File: config.mk
export PLATFORM = sky130hd
export DESIGN_NAME = fp_addsub_seq
export DESIGN_NICKNAME = d
export VERILOG_FILES = /design/src/rtl/fp_addsub_seq_pkg.sv /design/src/rtl/fp_addsub_seq_round.sv /design/src/rtl/fp_addsub_seq.sv
export SDC_FILE = /design/constraint.sdc
export NUM_CORES = 1
export LEC_CHECK = 0
export ABC_CLOCK_PERIOD_IN_PS = 11000
export BUFFER_PORTS_ARGS = -buffer_cell sky130_fd_sc_hd__clkbuf_2
export CORE_MARGIN = 1.5
export CORE_UTILIZATION = 46
export CTS_BUF_LIST = sky130_fd_sc_hd__clkbuf_8
export CTS_CLUSTER_DIAMETER = 100
export DETAILED_ROUTE_END_ITERATION = 7
export HOLD_SLACK_MARGIN = 0.05
export PLACE_DENSITY_LB_ADDON = 0.05
export SLEW_MARGIN = 25
export SYNTH_ARGS = -nofsm -noshare
export SYNTH_HDL_FRONTEND = slang
export SYNTH_SLANG_ARGS = --single-unit
File: constraint.sdc
create_clock -name clk -period 11 [get_ports clk]
set_clock_uncertainty 0.1 [all_clocks]
set_input_delay 1.65 -clock clk [delete_from_list [all_inputs] [get_ports clk]]
set_output_delay 1.65 -clock clk [all_outputs]
set_load 0.01 [all_outputs]
File: src/rtl/fp_addsub_seq_pkg.sv
// Shared widths, flag indices and FSM state type for fp_addsub_seq.
// Default sizes come from EXP_SIZE / MANTIS_SIZE macros (8 / 23 when not supplied).
`ifndef EXP_SIZE
`define EXP_SIZE 8
`endif
`ifndef MANTIS_SIZE
`define MANTIS_SIZE 23
`endif

package fp_addsub_seq_pkg;

  localparam int unsigned DEF_EXP_SIZE    = `EXP_SIZE;
  localparam int unsigned DEF_MANTIS_SIZE = `MANTIS_SIZE;
  // Extended mantissa: {hidden, fraction, guard, sticky}
  localparam int unsigned DEF_EXT_W       = DEF_MANTIS_SIZE + 3;

  localparam int unsigned FLAG_W       = 4;
  localparam int unsigned FLAG_OF      = 3;
  localparam int unsigned FLAG_UF      = 2;
  localparam int unsigned FLAG_ZERO    = 1;
  localparam int unsigned FLAG_INEXACT = 0;

  typedef enum logic [2:0] {
    IDLE  = 3'd0,
    ALIGN = 3'd1,
    ADD   = 3'd2,
    NORM  = 3'd3,
    ROUND = 3'd4,
    DONE  = 3'd5
  } state_t;

endpackage

File: src/rtl/fp_addsub_seq_round.sv
// Combinational round-to-nearest-even on the extended mantissa, with
// renormalization on increment carry and all-ones exponent detection.
module fp_round_unit #(
  parameter int unsigned EXP_SIZE    = 8,
  parameter int unsigned MANTIS_SIZE = 23
) (
  input  logic [MANTIS_SIZE+2:0] mant,
  input  logic [EXP_SIZE-1:0]    expo,
  output logic [MANTIS_SIZE-1:0] frac,
  output logic [EXP_SIZE-1:0]    expo_rnd,
  output logic                   ovf
);

  localparam int unsigned SW = MANTIS_SIZE + 1;

  logic          inc;
  logic          carry;
  logic [SW-1:0] sum;

  always_comb begin
    inc          = mant[1] & (mant[0] | mant[2]);
    {carry, sum} = {1'b0, mant[MANTIS_SIZE+2:2]} + (SW+1)'(inc);
    // A carry out means 1.111..1 rolled over to 10.000..0
    frac         = carry ? sum[SW-1:1] : sum[MANTIS_SIZE-1:0];
    expo_rnd     = carry ? expo + EXP_SIZE'(1) : expo;
    ovf          = (expo_rnd == {EXP_SIZE{1'b1}});
  end

endmodule

File: src/rtl/fp_addsub_seq.sv
// Multi-cycle floating-point add/subtract sequencer with valid/ready handshakes.
// FP_ROUND_EN selects round-to-nearest-even (ROUND state); otherwise results are truncated.
module fp_addsub_seq
  import fp_addsub_seq_pkg::*;
#(
  parameter int unsigned EXP_SIZE    = DEF_EXP_SIZE,
  parameter int unsigned MANTIS_SIZE = DEF_MANTIS_SIZE
) (
  input  logic                              clk,
  input  logic                              rst_n,
  input  logic                              in_valid,
  output logic                              in_ready,
  input  logic                              op,
  input  logic [EXP_SIZE+MANTIS_SIZE:0]     a,
  input  logic [EXP_SIZE+MANTIS_SIZE:0]     b,
  output logic                              out_valid,
  input  logic                              out_ready,
  output logic [EXP_SIZE+MANTIS_SIZE:0]     result,
  output logic [FLAG_W-1:0]                 flags
);

  localparam int unsigned W  = 1 + EXP_SIZE + MANTIS_SIZE;
  localparam int unsigned MW = MANTIS_SIZE + 3;
  localparam int unsigned DW = $clog2(MW + 1);

  state_t            state, state_d;
  logic              sx, sx_d, sub, sub_d;
  logic [EXP_SIZE-1:0] ex, ex_d;
  logic [MW-1:0]     mx, mx_d, my, my_d;
  logic [DW-1:0]     d, d_d;
  logic [W-1:0]      res_d;
  logic [FLAG_W-1:0] flags_d;
  logic              rdy_d, ov_d;

  logic                sa, sb, swap;
  logic [EXP_SIZE-1:0] ea, eb, ediff, ex_inc;
  logic [W-2:0]        mag_a, mag_b;
  logic [MW-1:0]       ma, mb;
  logic [DW-1:0]       d_clamp;
  logic [MW:0]         sum;

  // Operand unpack, magnitude compare and the single-cycle mantissa adder
  always_comb begin
    sa      = a[W-1];
    sb      = b[W-1] ^ op;
    ea      = a[W-2 -: EXP_SIZE];
    eb      = b[W-2 -: EXP_SIZE];
    mag_a   = (ea == '0) ? '0 : a[W-2:0];
    mag_b   = (eb == '0) ? '0 : b[W-2:0];
    ma      = (ea == '0) ? '0 : {1'b1, a[MANTIS_SIZE-1:0], 2'b00};
    mb      = (eb == '0) ? '0 : {1'b1, b[MANTIS_SIZE-1:0], 2'b00};
    swap    = (mag_b > mag_a);
    ediff   = swap ? (eb - ea) : (ea - eb);
    d_clamp = (32'(ediff) > MW) ? DW'(MW) : DW'(ediff);
    sum     = sub ? ({1'b0, mx} - {1'b0, my}) : ({1'b0, mx} + {1'b0, my});
    ex_inc  = ex + EXP_SIZE'(1);
  end

`ifdef FP_ROUND_EN
  logic [MANTIS_SIZE-1:0] rnd_frac;
  logic [EXP_SIZE-1:0]    rnd_exp;
  logic                   rnd_ovf;

  fp_round_unit #(
    .EXP_SIZE   (EXP_SIZE),
    .MANTIS_SIZE(MANTIS_SIZE)
  ) u_round (
    .mant    (mx),
    .expo    (ex),
    .frac    (rnd_frac),
    .expo_rnd(rnd_exp),
    .ovf     (rnd_ovf)
  );
`endif

  always_comb begin
    state_d = state;
    sx_d    = sx;
    sub_d   = sub;
    ex_d    = ex;
    mx_d    = mx;
    my_d    = my;
    d_d     = d;
    res_d   = result;
    flags_d = flags;
    rdy_d   = 1'b0;
    ov_d    = 1'b0;

    case (state)
      IDLE: begin
        if (in_valid) begin
          if (ea == {EXP_SIZE{1'b1}}) begin
            res_d   = a;
            flags_d = '0;
            state_d = DONE;
          end else if (eb == {EXP_SIZE{1'b1}}) begin
            res_d   = {sb, b[W-2:0]};
            flags_d = '0;
            state_d = DONE;
          end else begin
            sx_d    = swap ? sb : sa;
            ex_d    = swap ? eb : ea;
            mx_d    = swap ? mb : ma;
            my_d    = swap ? ma : mb;
            sub_d   = sa ^ sb;
            d_d     = d_clamp;
            state_d = ALIGN;
          end
        end
      end

      ALIGN: begin
        if (d == '0) begin
          state_d = ADD;
        end else begin
          my_d = {1'b0, my[MW-1:2], my[1] | my[0]};
          d_d  = d - DW'(1);
        end
      end

      ADD: begin
        if (sum[MW]) begin
          if (ex_inc == {EXP_SIZE{1'b1}}) begin
            res_d            = {sx, {EXP_SIZE{1'b1}}, {MANTIS_SIZE{1'b0}}};
            flags_d          = '0;
            flags_d[FLAG_OF] = 1'b1;
            state_d          = DONE;
          end else begin
            mx_d    = {sum[MW:2], sum[1] | sum[0]};
            ex_d    = ex_inc;
            state_d = NORM;
          end
        end else if (sum == '0) begin
          res_d              = '0;
          flags_d            = '0;
          flags_d[FLAG_ZERO] = 1'b1;
          state_d            = DONE;
        end else begin
          mx_d    = sum[MW-1:0];
          state_d = NORM;
        end
      end

      NORM: begin
        if (!mx[MW-1]) begin
          if (ex > EXP_SIZE'(1)) begin
            mx_d = {mx[MW-2:0], 1'b0};
            ex_d = ex - EXP_SIZE'(1);
          end else begin
            res_d              = {sx, {(W-1){1'b0}}};
            flags_d            = '0;
            flags_d[FLAG_UF]   = 1'b1;
            flags_d[FLAG_ZERO] = 1'b1;
            state_d            = DONE;
          end
        end else begin
`ifdef FP_ROUND_EN
          state_d = ROUND;
`else
          res_d                 = {sx, ex, mx[MW-2:2]};
          flags_d               = '0;
          flags_d[FLAG_INEXACT] = mx[1] | mx[0];
          state_d               = DONE;
`endif
        end
      end

`ifdef FP_ROUND_EN
      ROUND: begin
        flags_d               = '0;
        flags_d[FLAG_INEXACT] = mx[1] | mx[0];
        if (rnd_ovf) begin
          res_d            = {sx, {EXP_SIZE{1'b1}}, {MANTIS_SIZE{1'b0}}};
          flags_d[FLAG_OF] = 1'b1;
        end else begin
          res_d = {sx, rnd_exp, rnd_frac};
        end
        state_d = DONE;
      end
`endif

      DONE: begin
        if (out_ready) state_d = IDLE;
      end

      default: state_d = IDLE;
    endcase

    // Handshake outputs are registered images of the next state
    rdy_d = (state_d == IDLE);
    ov_d  = (state_d == DONE);
  end

  always_ff @(posedge clk or negedge rst_n) begin
    if (!rst_n) begin
      state     <= IDLE;
      sx        <= 1'b0;
      sub       <= 1'b0;
      ex        <= '0;
      mx        <= '0;
      my        <= '0;
      d         <= '0;
      result    <= '0;
      flags     <= '0;
      in_ready  <= 1'b1;
      out_valid <= 1'b0;
    end else begin
      state     <= state_d;
      sx        <= sx_d;
      sub       <= sub_d;
      ex        <= ex_d;
      mx        <= mx_d;
      my        <= my_d;
      d         <= d_d;
      result    <= res_d;
      flags     <= flags_d;
      in_ready  <= rdy_d;
      out_valid <= ov_d;
    end
  end

endmodule

==> flow_summary.ini, run 1 <==
[detailed_routing]
wirelength_um = 35600
vias_per_cell = 6.18
antenna_left = 0
drt_iter0_drc = 962
wl_per_cell_um = 20.8
route.detailed.drc = 0
via_count = 10600
drtPass1Iterations = 5

[placement]
gp_congestion = 0.923
port_buffers = 106
dpl_cell_area_sq_um = 11300
post-place-ws_ps = 4170
dp.final_hpwl_um = 27600

[cts]
clk_pin_slew_ps = 110
post_cts_resized = 0
tritoncts = done
clk_path_buf_depth = 2
clock-sinks = 108
post_cts_buffers = 0
ctsHtreeMaxLevel = 3
cts_buffers = 9
cts.hold.buffers_added = 0
clk-insertion-delay-late_ps = 390
clock-root-buffer = clkbuf_8

[setup_path]
cp.required_ps = 11180
worstPathMaxFanout = 28
critPathLaunchType = flop
arrival_ps = 6800
end_kind = flop
critical_path_class = flop to flop

[grt]
grt_pass1_vias = 9704
antenna_found_initial = 0
grt-ovfl-total = 0
grtUsageTotal_pct = 29.7
grt_max_degree = 121
grt_pass1_wl_um = 55400

[power]
cellPowerDensity_nw_per_um2 = 368
ir_drop_uv = 179
power_leakage_nw = 4.94

[layout]
regArea_sq_um = 2700
final_layout_size_suffix_gt1_share_pct = 13.5
final_cell_mix = nand2_1, o21ai_0, a21oi_1
final_common_cell = nand2_1
area_growth_syn_to_layout_pct = 8.62
nets = 1566
final_area_sq_um = 11500
multi_input_area_sq_um = 7440
n_fill_cell = 2221
diodes = 0

[synthesis]
synthTopCellsByArea = dfrtp_1, ha_1, o21ai_0
synthCells = 1373
netlist_area_sq_um = 10600
syn_nets = 1522
asyncSetResetFlopFracSynth_pct = 100
synth_seq_cells = 108
synth.distinct_cells = 77
synth_top_flop_cell = dfrtp_1
synth_top_cell_area_share_pct = 25.2
yosysSeqAreaShare_pct = 25.4
syn_area_per_cell_sq_um = 7.74
synth-edff-count = 0
yosysTopAreaCell = dfrtp_1
ys_warn_count = 0

[timing]
slew_headroom_pct = 33.3
worst-slew-pin-transition_ps = 999
finalMaxSlewViolations = 0
period_share_pct = 60.1
hold_viol = 0
rsz0062_at_grt = false
setup_tns_ps = 0
fmax_ghz = 0.151
min_period_ps = 6620
setup_violations = 0
setup_slack_ps = 4380

[floorplan]
fp.dieH_um = 155
start_util_pct = 46.9
rows = 55
core_sq_um = 22600
io_pins = 107
die_x_um = 155
die-area_sq_um = 24000

[status]
outcome = completed

[worst_hold_path]
worstHoldPathType = flop to flop

[job]
maxCapViolCount = 0
==> worst max-delay path: stages (launching register included) <==
cell and delay, ps:
dfrtp_1 460, or4_4 590, nor3_1 200, and3b_1 280
nor4b_1 270, buf_4 210, a21oi_1 80, xnor2_1 190
ha_1 410, nand2_1 170, o21ai_0 580, mux2i_1 240
o21ai_1 80, a311oi_1 780, a21o_1 130, or4_1 220
nor4_4 50, buf_4 240, nor2_2 810, mux2_2 420
==> where the power goes <==
| part | internal (W) | switching [W] |
|---|---|---|
| clock | 0.0000979 | 0.000154 |
| combinational | 0.00115 | 0.00197 |
| sequential | 0.000595 | 0.000277 |
| total | 0.00184 | 0.00240 |
==> layout make-up <==
cell class | instances | area share (%)
inverter | 48 | 1.56
clock inverter | 5 | 0.379
timing repair buffer | 120 | 5.74
multi-input combinational | 1130 | 64.5
tap | 285 | 3.09
sequential | 108 | 23.4
clock buffer | 11 | 1.31
==> routing by layer <==
metal | GRT usage, % | part of all wire, %
met5 | 0 | 0
met4 | 6.73 | 1.6
met3 | 5.63 | 8.5
met2 | 41.3 | 40
met1 | 46.6 | 50
==> synthesized netlist by cell type, types with 9 or more instances <==
cell and number:
dfrtp_1 107, mux2i_1 41, o211ai_1 31, mux2_2 23, nor2b_1 12, xnor2_1 43, ha_1 77, clkbuf_1 78
and3_1 9, a21oi_1 122, nand4_1 18, o31ai_1 17, and2_1 24, nor3_1 25, nor4_1 10, nand2_1 170
inv_1 48, nand3_1 24, nor2_1 118, o21ai_0 155, o221ai_1 11, a21o_1 17, mux2_1 16, a31oi_1 11
xor2_1 16
==> registers in the layout, indices dropped and copies added, names as in the netlist <==
signal,cells
state,3
d,5
sx,1
ex,8
in_ready,1
out_valid,1
sub,1
my,26
flags,4
result,32
mx,26
==> cells by family after synthesis <==
kind of cell / synth area share, %
AOI/OAI and AO/OA: 25.4
xor gates and xnor gates: 4.86
adders and majority gates: 9.63
buffers and inverters: 4.92
DFF: 25.4
muxes: 8.84
and+or+nand+nor: 20.9
==> metrics by stage <==
step / utilization [%] / std cells / power (W) / hold WS (ps)
finish: 51.0 / 1707 / 0.00425 / 390
global route: 51.0 / 1707 / 0.00457 / 409
CTS: 51.0 / 1707 / 0.00418 / 397
detailed placement: 50.1 / 1691 / 0.00391 / 370
global placement: 49.9 / 1690 / 0.00388 / 365
floorplan: - / 1373 / 0.00298 / 350
==> worst paths after layout <==
path / cells past startpoint / slack (ps) / endpoint / from
worst max-delay path: 19 / 4380 / mx[14] / my[5]
worst min-delay path: 1 / 390 / flags[3] / flags[3]
worst max register to register: 19 / 4380 / mx[14] / my[5]
worst min register to register: 1 / 390 / flags[3] / flags[3]
max in group asynchronous: 2 / 8350 / mx[5] / rst_n
min in group asynchronous: 1 / 1130 / result[10] / rst_n
Note: power is estimated with default switching activity, not from simulation.
==> run 2, diff against run 1 <==
--- a/config.mk
+++ b/config.mk
@@ -5,7 +5,7 @@
 export SDC_FILE = /design/constraint.sdc
 export NUM_CORES = 1
 export LEC_CHECK = 0
-export ABC_CLOCK_PERIOD_IN_PS = 11000
+export ABC_CLOCK_PERIOD_IN_PS = 5700
 export BUFFER_PORTS_ARGS = -buffer_cell sky130_fd_sc_hd__clkbuf_2
 export CORE_MARGIN = 1.5
 export CORE_UTILIZATION = 46
==> constraint.sdc (replaced) <==
create_clock -name clk -period 5.7 [get_ports clk]
set_clock_uncertainty 0.1 [all_clocks]
set_input_delay 0.855 -clock clk [delete_from_list [all_inputs] [get_ports clk]]
set_output_delay 0.855 -clock clk [all_outputs]
set_load 0.01 [all_outputs]
==> run 2 against run 1 <==
  * Non-clock buffer count is 50 higher
  * Critical path type unchanged
  * First-iteration DRC count is 4.5% higher
  * Die area stayed put
  * Final cell count is 2.9% higher
  * Sequential cell count stayed put
  * Largest power group unchanged
  * Register-to-register slack worse by 4200 ps
  * Critical endpoint is now result[16]
  * Clock power is 91% higher
  * Setup slack worse by 4200 ps
  * Core utilization is 2.0 points higher
  * Count of clock-buffer cells in the layout stayed put
  * Maximum frequency is 21% higher
  * Combinational power is 110% higher
==> flow_summary.ini, run 2 (synthesis gave the netlist of run 1 again) <==
[detailed_routing]
dr_wl_met2_um = 14100
vias_per_cell = 6.08
via_count = 10700
wirelength_um = 35600
drtPass1Iterations = 6
met3WireLength_um = 3290
top_layer_used = met4
wl_per_cell_um = 20.2
antenna_left = 0
drt_iter0_drc = 1005
route.detailed.drc = 0
wl_met1_um = 17500

[timing]
min_period_ps = 5470
period_share_pct = 96.0
setup_violations = 0
hold_viol = 0
fmax_ghz = 0.183
slew_headroom_pct = 46.8
worst-slew-pin-transition_ps = 798
finalMaxSlewViolations = 0

[layout]
n_fill_cell = 2221
final_layout_size_suffix_gt1_share_pct = 17.1
reg_top3 = result x32, mx x26, my x26
final_cell_mix = nand2_1, o21ai_0, a21oi_1
post-route-util_pct = 52.9
nets = 1616
final_common_cell = nand2_1
area_growth_syn_to_layout_pct = 12.8
regMostFlops = result
largest_reg_flops = 32
diodes = 0
finalNonFillerCells = 1757

[worst_hold_path]
hold_depth = 2
hp-start = sx
worstHoldPathType = flop to flop
worst_hold_path.endpoint = sx

[setup_path]
critPathLaunchType = flop
cp.required_ps = 5880
r2r_slack_ps = 230
end_kind = flop
worstPathMaxFanout = 21
regToRegStartpoint = my[5]
regToRegEndpoint = result[16]
critical_path_class = flop to flop
ff2ff_path_depth = 19
critPathLaunch = my[5]
arrival_ps = 5650

[cts]
clock-root-buffer = clkbuf_8
clk_pin_slew_ps = 110
clock-sinks = 108
ctsHtreeMaxLevel = 3
tritoncts = done
cts_buffers = 9
clk_path_buf_depth = 2
clk-insertion-delay-late_ps = 400

[grt]
grt_pass1_wl_um = 55200
grt_pass1_vias = 9633
grt-ovfl-total = 0
antenna_found_initial = 0
grtUsageTotal_pct = 29.5
grt_max_degree = 95

[floorplan]
start_util_pct = 46.9
io_pins = 107
core_sq_um = 22600
die-area_sq_um = 24000
fp.dieH_um = 155
rows = 55
die_x_um = 155

[placement]
gp_congestion = 0.966
placed_cells = 1730
dp.final_hpwl_um = 27700
port_buffers = 106

[power]
pwr-share-seq_pct = 19.4
cellPowerDensity_nw_per_um2 = 723
p_int_w = 0.00401
clkPwrFrac_pct = 5.6
ir_drop_uv = 312
p_switching_w = 0.00467
swShare_pct = 53.8
power_leakage_nw = 5.20
power_frac_comb_pct = 75.1

[job]
maxCapViolCount = 0

[status]
outcome = completed
## run 2: timing repair
item                                   4_1_cts  5_1_grt
setup endpoints to repair                    0       70
setup buffers                                0       11
gates resized for setup                      0       17
endpoints found under the hold margin        0        0
hold buffers                                 0        0
## run 2: critical path: stages, from the launching register on
cell and delay (ps):
dfrtp_1 440, or4_4 580, nor3_2 180, and3b_1 250, nor4b_1 270, buf_4 210
nor2_1 60, xnor2_1 130, ha_1 400, nand2_1 140, o21ai_1 360, nor3_1 110
o21a_1 130, o211ai_1 250, o2111ai_1 200, or4_4 570, nor3_4 200, o21ai_4 190
buf_16 240, mux2_1 320
## run 2: through the flow
stage	instance area, sq um	worst slack, ps	setup TNS [ps]	power (W)	hold slack [ps]
6_report	12000	229	0	0.00867	394
5_1_grt	12000	-40.9	-216	0.00936	430
4_1_cts	11800	11.9	0	0.00843	397
3_5_place_dp	11700	55.3	0	0.00792	371
3_3_place_gp	11600	72.5	0	0.00791	363
2_1_floorplan	10600	289	0	0.00575	350
## run 2: worst max path at each step
stage / slack, ps / depth (start not counted) / end
finish: 230 / 19 / result[16]
CTS: 10 / 19 / result[15]
detailed placement: 60 / 19 / result[28]
global route: -40 / 19 / result[16]
global placement: 70 / 18 / result[13]
floorplan: 290 / 19 / mx[11]
## run 2: power groups by stage
stage	combinational [W]	sequential, W	clock (W)
after floorplan	0.00425	0.00149	0
after detailed placement	0.00624	0.00167	0
after global routing	0.00712	0.00173	0.000520
after global placement	0.00624	0.00167	0
final	0.00651	0.00168	0.000482
after CTS	0.00628	0.00166	0.000488
## run 2: cell type report
| type | count | area, sq um | area share (%) |
|---|---|---|---|
| tap | 285 | 357 | 2.97 |
| multi-input combinational | 1130 | 7490 | 62.5 |
| timing repair buffer | 170 | 1070 | 8.94 |
| sequential | 108 | 2700 | 22.6 |
| inverter | 48 | 180 | 1.50 |
| clock inverter | 5 | 35.0 | 0.292 |
| clock buffer | 11 | 151 | 1.26 |
## run 2: per-layer routing
layer	GRT usage, %	up-vias
li1	-	5165
met1	46.8	5006
met2	40.2	479
met3	5.49	36
met4	7.14	0
met5	0	-
